==> src/rtl/button_cmd_encoder.sv <==
// Turns two bouncing push-buttons into one-cycle commands on W (10 fwd, 01 back, 11 jump).
// Latency: 2-flop sync + DEBOUNCE_CYCLES + FSM (+COMBO_WIN when held alone); no backpressure, W is fire-and-forget.
module button_cmd_encoder #(
  parameter int DEBOUNCE_CYCLES = 4,
  parameter int COMBO_WIN       = 8
) (
  input  logic       clk,
  input  logic       reset,
  input  logic       btn_fwd,
  input  logic       btn_back,
  output logic [0:1] W
);

  localparam int CW = ($clog2(DEBOUNCE_CYCLES) < 1) ? 1 : $clog2(DEBOUNCE_CYCLES);
  localparam int WW = ($clog2(COMBO_WIN) < 1) ? 1 : $clog2(COMBO_WIN);
  localparam logic [CW-1:0] CNT_LAST = CW'(DEBOUNCE_CYCLES - 1);
  localparam logic [WW-1:0] WIN_LAST = WW'(COMBO_WIN - 1);

  typedef enum logic [1:0] {IDLE, ARM, EMIT, RELEASE} state_t;

  // Bit 0 is forward, bit 1 is back throughout.
  logic [1:0] raw, sync1, s, db;

  assign raw = {btn_back, btn_fwd};

  always_ff @(posedge clk or negedge reset) begin
    if (!reset) begin
      sync1 <= 2'b00;
      s     <= 2'b00;
    end else begin
      sync1 <= raw;
      s     <= sync1;
    end
  end

  genvar i;
  for (i = 0; i < 2; i++) begin : g_db
    logic [CW-1:0] cnt;
    logic          db_q;

    always_ff @(posedge clk or negedge reset) begin
      if (!reset) begin
        cnt  <= '0;
        db_q <= 1'b0;
      end else if (s[i] == db_q) begin
        cnt <= '0;
      end else if (cnt == CNT_LAST) begin
        db_q <= s[i];
        cnt  <= '0;
      end else begin
        cnt <= cnt + CW'(1);
      end
    end

    assign db[i] = db_q;
  end

  logic db_fwd, db_back;
  assign db_fwd  = db[0];
  assign db_back = db[1];

  state_t        state, state_nxt;
  logic          rec_back, rec_back_nxt;
  logic [WW-1:0] win, win_nxt;
  logic [0:1]    w_nxt;
  logic          mine, other;
  logic [0:1]    rec_code;

  always_ff @(posedge clk or negedge reset) begin
    if (!reset) begin
      state    <= IDLE;
      rec_back <= 1'b0;
      win      <= '0;
      W        <= 2'b00;
    end else begin
      state    <= state_nxt;
      rec_back <= rec_back_nxt;
      win      <= win_nxt;
      W        <= w_nxt;
    end
  end

  assign mine     = rec_back ? db_back : db_fwd;
  assign other    = rec_back ? db_fwd  : db_back;
  assign rec_code = rec_back ? 2'b01   : 2'b10;

  // w_nxt defaults to hold so W is non-zero only for the cycle spent in EMIT.
  always_comb begin
    state_nxt    = state;
    rec_back_nxt = rec_back;
    win_nxt      = win;
    w_nxt        = 2'b00;
    case (state)
      IDLE: begin
        if (db_fwd && db_back) begin
          state_nxt = EMIT;
          w_nxt     = 2'b11;
        end else if (db_fwd ^ db_back) begin
          state_nxt    = ARM;
          rec_back_nxt = db_back;
          win_nxt      = '0;
        end
      end
      ARM: begin
        if (other) begin
          state_nxt = EMIT;
          w_nxt     = 2'b11;
        end else if (!mine || (win == WIN_LAST)) begin
          state_nxt = EMIT;
          w_nxt     = rec_code;
        end else begin
          win_nxt = win + WW'(1);
        end
      end
      EMIT: state_nxt = RELEASE;
      RELEASE: begin
        if (!db_fwd && !db_back) state_nxt = IDLE;
      end
      default: state_nxt = IDLE;
    endcase
  end

endmodule

==> config.mk <==
export PLATFORM = sky130hd
export DESIGN_NAME = button_cmd_encoder
export DESIGN_NICKNAME = d
export VERILOG_FILES = /design/src/rtl/button_cmd_encoder.sv
export SDC_FILE = /design/constraint.sdc
export NUM_CORES = 1
export LEC_CHECK = 0
export ABC_AREA = 1
export CAP_MARGIN = 20
export CORE_MARGIN = 2
export CORE_UTILIZATION = 56
export CTS_CLUSTER_SIZE = 8
export DETAILED_ROUTE_END_ITERATION = 8
export PLACE_DENSITY_LB_ADDON = 0.05
export REMOVE_ABC_BUFFERS = 1
export SYNTH_ARGS = -nofsm -noshare
export SYNTH_HDL_FRONTEND = slang
export SYNTH_SLANG_ARGS = --single-unit
==> constraint.sdc <==
create_clock -name clk -period 1.7 [get_ports clk]
set_input_delay 0.51 -clock clk [delete_from_list [all_inputs] [get_ports clk]]
set_output_delay 0.51 -clock clk [all_outputs]
set_load 0.01 [all_outputs]
## Yosys cells after proc, flatten, opt, wreduce, memory -nomap -nowiden

Cells that the tools add are included.

| storage, ports and cells | value |
|---|---|
| input bits | 4 |
| flip-flop bits (word level) | 18 |
| word-level logic and storage cells | 67 |
| output and inout bits | 2 |

| operators by class | value |
|---|---|
| bitwise logic cells | 4 |
| $add $sub $neg | 3 |
| equal/unequal tests | 15 |
| mux-type cells | 22 |
| reductions and logical operators | 13 |

Operator list:

| cell | count |
|---|---|
| two-way mux 2 bit | 13 |
| two-way mux 3 bit | 4 |
| != test 2 bit (second input constant) | 5 |
| equality test 2 bit (second input constant) | 4 |
| one-hot mux 2 bit (4 select lines) | 1 |
| != test 3 bit (second input constant) | 2 |
| one-hot mux 3 bit (2 select lines) | 1 |
| AND reduction 3 bit | 2 |
| AND reduction 5 bit | 1 |
| adder 2 x 1 -> 2 bit (second input constant) | 2 |
| one-hot mux 2 bit (2 select lines) | 1 |
| AND reduction 2 bit | 2 |
| adder 3 x 1 -> 3 bit (second input constant) | 1 |
| equality test 3 bit (second input constant) | 1 |
| logical NOT 1 bit | 3 |
| inverter 1 bit | 3 |
| equality test 1 bit | 2 |
| equality test 2 x 1 -> 1 bit (second input constant) | 1 |
| logical AND 1 bit | 2 |
| logical NOT 2 bit | 1 |
| two-way mux 1 bit | 2 |
| nonzero test 2 bit | 1 |
| logical OR 1 bit | 1 |
| bitwise XOR 1 bit | 1 |

## Logic depth before layout (Yosys ltp)

| depth | value |
|---|---|
| word-level depth | 6 |
| depth in mapped cells | 8 |
| depth with buffers taken out | 8 |

## Least setup slack after synthesis

Ideal clock, no wire load.

| path | value |
|---|---|
| kind | flip-flop to flip-flop |
| from | register g_db[1].db_q (netlist: db_back) |
| to | register win[0] |
| stages on the path, launching flop included | 8 |
| path slack | 357 ps |
| buffers on the path | 0 |
| arrival time | 1226 ps |
| required time | 1584 ps |
| period minus slack after synthesis | 1343 ps |
| library setup time | 116 ps |
| cell sequence | dfrtp_1 -> inv_1 -> ha_1 -> o21ai_2 -> a21oi_4 -> nand2_2 -> nand2_1 -> nand2_1 |

| on the way | value |
|---|---|
| cells in the longest elaborated chain, start to end | 5 |

Ends and longest elaborated chain:

| element | line | source |
|---|---|---|
| start, declared | 39 | `logic db_q;` |
| start signal, assigned | 48 | `db_q <= s[i];` |
| two-way mux 1 bit | 83 | `assign mine = rec_back ? db_back : db_fwd;` |
| logical NOT 1 bit | 108 | `end else if (!mine \|\| (win == WIN_LAST)) begin` |
| logical OR 1 bit | 108 |  |
| != test 2 bit (no source line) | -- |  |
| AND reduction 5 bit (no source line) (*) | -- |  |
| end signal, assigned | 78 | `win <= win_nxt;` |
| end, declared | 64 | `logic [WW-1:0] win, win_nxt;` |

Every way passes the cells marked *; elsewhere a longest branch is shown, timed or not.
A chain may end at the register's enable or synchronous reset.

## Worst setup path after layout

| path | value |
|---|---|
| from | register W[0] (netlist bit) |
| to | output W[0] (netlist bit) |

RTL lines:

| element | line | source |
|---|---|---|
| start, declared | 11 | `output logic [0:1] W` |
| start signal, assigned | 79 | `W <= w_nxt;` |

No word-level cell between the ends.

==> flow_metrics.py <==
metrics = {
    "power_and_ir_drop": {
        "p_leak_nw": 0.5549,
        "power_density_nw_per_um2": 1719,
        "vdd.ir_drop.worst_mv": 0.9399,
    },
    "setup_path": {
        "crit_arrival_ns": 1.14,
        "reg2reg_setup_slack_ns": 0.19,
        "cp_data_required_time_ns": 1.19,
        "worst-path-max-fanout": 1,
        "r2r-end": "win[1]",
        "startpoint": "W[0]",
        "cp_top_family": "buffers and inverters",
        "cp-end-kind": "primary output",
        "timing.critical_path.buf_inv": 1,
        "slowest_delay_ns": 0.53,
        "timing.rr.start": "db_back",
        "worstPathCellList": "clkdlybuf4s50_1",
        "start_kind": "flip-flop",
        "worstSetupPathType": "reg -> out",
        "reg2regPathDepth": 7,
        "crit_slowest_cell": "clkdlybuf4s50_1",
    },
    "synth": {
        "synthArstFlopShare_pct": 100.0,
        "syn_area_um2": 929.6,
        "avgSynthCellArea_um2": 9.204,
        "synth_area_leaders": "dfrtp_1, ha_1, nand2_1",
        "synth_warnings": 0,
        "syn_inst": 101,
        "yosysTopAreaCell": "dfrtp_1",
        "synth_top_cell_area_share_pct": 48.45,
        "ys_ff_latch": 18,
        "synthFlopType": "dfrtp_1",
        "synth.yosys.seq_area_share_pct": 48.45,
        "yosysUniqueCellTypes": 18,
        "synth_edf_count": 0,
    },
    "die": {
        "fp.coreArea_um2": 1524,
        "die_h_um": 44.75,
        "die_x_um": 44.75,
        "rows": 14,
        "ios": 6,
        "die_area_um2": 2002,
        "start_util_pct": 61.00,
    },
    "clock_network": {
        "ctsResizeCount": 0,
        "cts_buffer_depth": 2,
        "cts_buffers": 3,
        "cts_hold_buf": 0,
        "cts_tree": "yes",
        "post_cts_buffers": 0,
        "clockRootBuffer": "clkbuf_4",
        "clk_latency_ns": 0.28,
        "path_clk_slew_ns": 0.09,
        "clkSinkCount": 18,
        "cts-htree-levels": 1,
    },
    "sta": {
        "maxSlewHeadroom_pct": 77.48,
        "fin_setup_tns_ns": 0,
        "hold_ws_ns": 0.3630,
        "tightestPinTransition_ns": 0.3378,
        "layout_setup_ws_ns": 0.05129,
        "finalHoldViolations": 0,
        "fmax_mhz": 606.5,
        "period_share_pct": 96.98,
        "finalCriticalPeriod_ns": 1.649,
        "skew_ns": 0.001883,
        "slew_violations": 0,
        "rsz0062_at_grt": "false",
        "finalSetupViolCount": 0,
    },
    "placement": {
        "port_buffers": 5,
        "dp_hpwl_um": 1073,
        "dp_cells": 123,
        "globalplace.congestion": 0.8728,
        "place_ws_ns": 0.2116,
    },
    "final_layout": {
        "nNetsFinal": 127,
        "final_util_pct": 67.57,
        "drive_gt1_share_pct": 12.73,
        "instances_no_fill": 126,
        "syn_to_final_growth_pct": 10.77,
        "antenna_cells": 0,
    },
    "detailed_routing": {
        "antenna_left": 0,
        "drt_iter0_drc": 13,
        "dr.pass1.iters": 4,
        "wirelength_um": 1364,
        "viasPerCell": 5.357,
        "avgRoutedWirePerCell_um": 10.83,
        "drc": 0,
        "vias": 675,
    },
    "worst_hold_path": {
        "min_to": "s[0]",
        "hp-class": "reg -> reg",
        "hp-start": "sync1[0]",
        "hold_path_depth": 0,
    },
    "grt": {
        "grt_overflow": 0,
        "grt_first_pass_wirelength_um": 2484,
        "grt_pass1_vias": 603,
        "grt_use_total_pct": 17.18,
        "antenna_found_initial": 0,
        "grt_max_degree": 19,
    },
    "outcome": {
        "status": "finished clean",
    },
    "flow_run": {
        "cap_violations": 0,
    },
}
==> layout by cell type (no fill, tap or decap), drive strengths merged <==
master	netlist	routed
clkbuf	0	3
nand2	28	28
xnor2	2	2
buf	0	1
a21oi	4	4
nor3	2	2
nor2	6	6
clkdlybuf4s50	0	5
nand3	6	6
inv	14	14
a31oi	1	1
o21ai	7	7
a22oi	1	1
dfrtp	18	18
ha	11	11
nor4	1	1
==> registers in the layout (all words and copies together), names as in the netlist <==
| register | flops |
|---|---|
| g_db.cnt | 4 |
| win | 3 |
| state | 2 |
| sync1 | 2 |
| s | 2 |
| db_fwd | 1 |
| rec_back | 1 |
| W | 2 |
| db_back | 1 |
==> kinds of logic after synthesis <==
family                   share of synthesized area, %
AO/OA/AOI/OAI                                   9.423
XOR/XNOR                                        1.885
adder cells (fa/ha/maj)                         14.80
buffers and inverters                           5.653
flip-flops                                      48.45
AND/OR/NAND/NOR                                 19.79
==> report_power, final <==
part           leakage (nW)  internal [mW]  switching [mW]  total (mW)
Combinational         0.315          0.356           0.534       0.890
Clock                0.0138         0.0822           0.116       0.198
Sequential            0.226          0.567           0.115       0.682
Total                 0.555           1.01           0.765        1.77
==> layout make-up <==
cell class | count | area (um2)
multi-input cells | 69 | 426.7
inverters | 14 | 52.55
fillers | 125 | 494.2
clock buffers | 3 | 22.52
repair buffers | 6 | 57.56
well taps | 16 | 20.02
flip-flops and latches | 18 | 450.4
==> metrics by stage <==
step	cell area [um2]	power [mW]
2_1_floorplan	929.6	1.380
3_3_place_gp	1007	1.569
3_5_place_dp	1007	1.583
4_1_cts	1030	1.785
5_1_grt	1030	1.949
6_report	1030	1.770
==> cell usage after synthesis, types with 2 or more instances <==
cell type / instances
dfrtp_1: 18
inv_1: 11
nor2_1: 6
xnor2_1: 2
inv_2: 3
nand2_2: 4
nand2_1: 24
a21oi_1: 2
ha_1: 11
nor3_1: 2
o21ai_0: 6
nand3_1: 6
==> metal layers <==
| metal | GRT usage (%) | part of all wire [%] | up-vias |
|---|---|---|---|
| met4 | 7.273 | 0.88 | 0 |
| met5 | 0 | 0 | - |
| met2 | 27.25 | 48 | 19 |
| met3 | 2.800 | 4.6 | 2 |
| met1 | 23.36 | 46 | 311 |
| li1 | - | - | 343 |
==> worst max-delay path by stage <==
stage / endpoint / slack, ns / cells past startpoint
5_1_grt: W[0] / 0.0006 / 1
3_3_place_gp: win[2] / 0.23 / 7
6_report: W[0] / 0.05 / 1
3_5_place_dp: win[0] / 0.21 / 8
4_1_cts: W[0] / 0.03 / 1
2_1_floorplan: win[0] / 0.36 / 7
(Power assumes the default switching activity.)
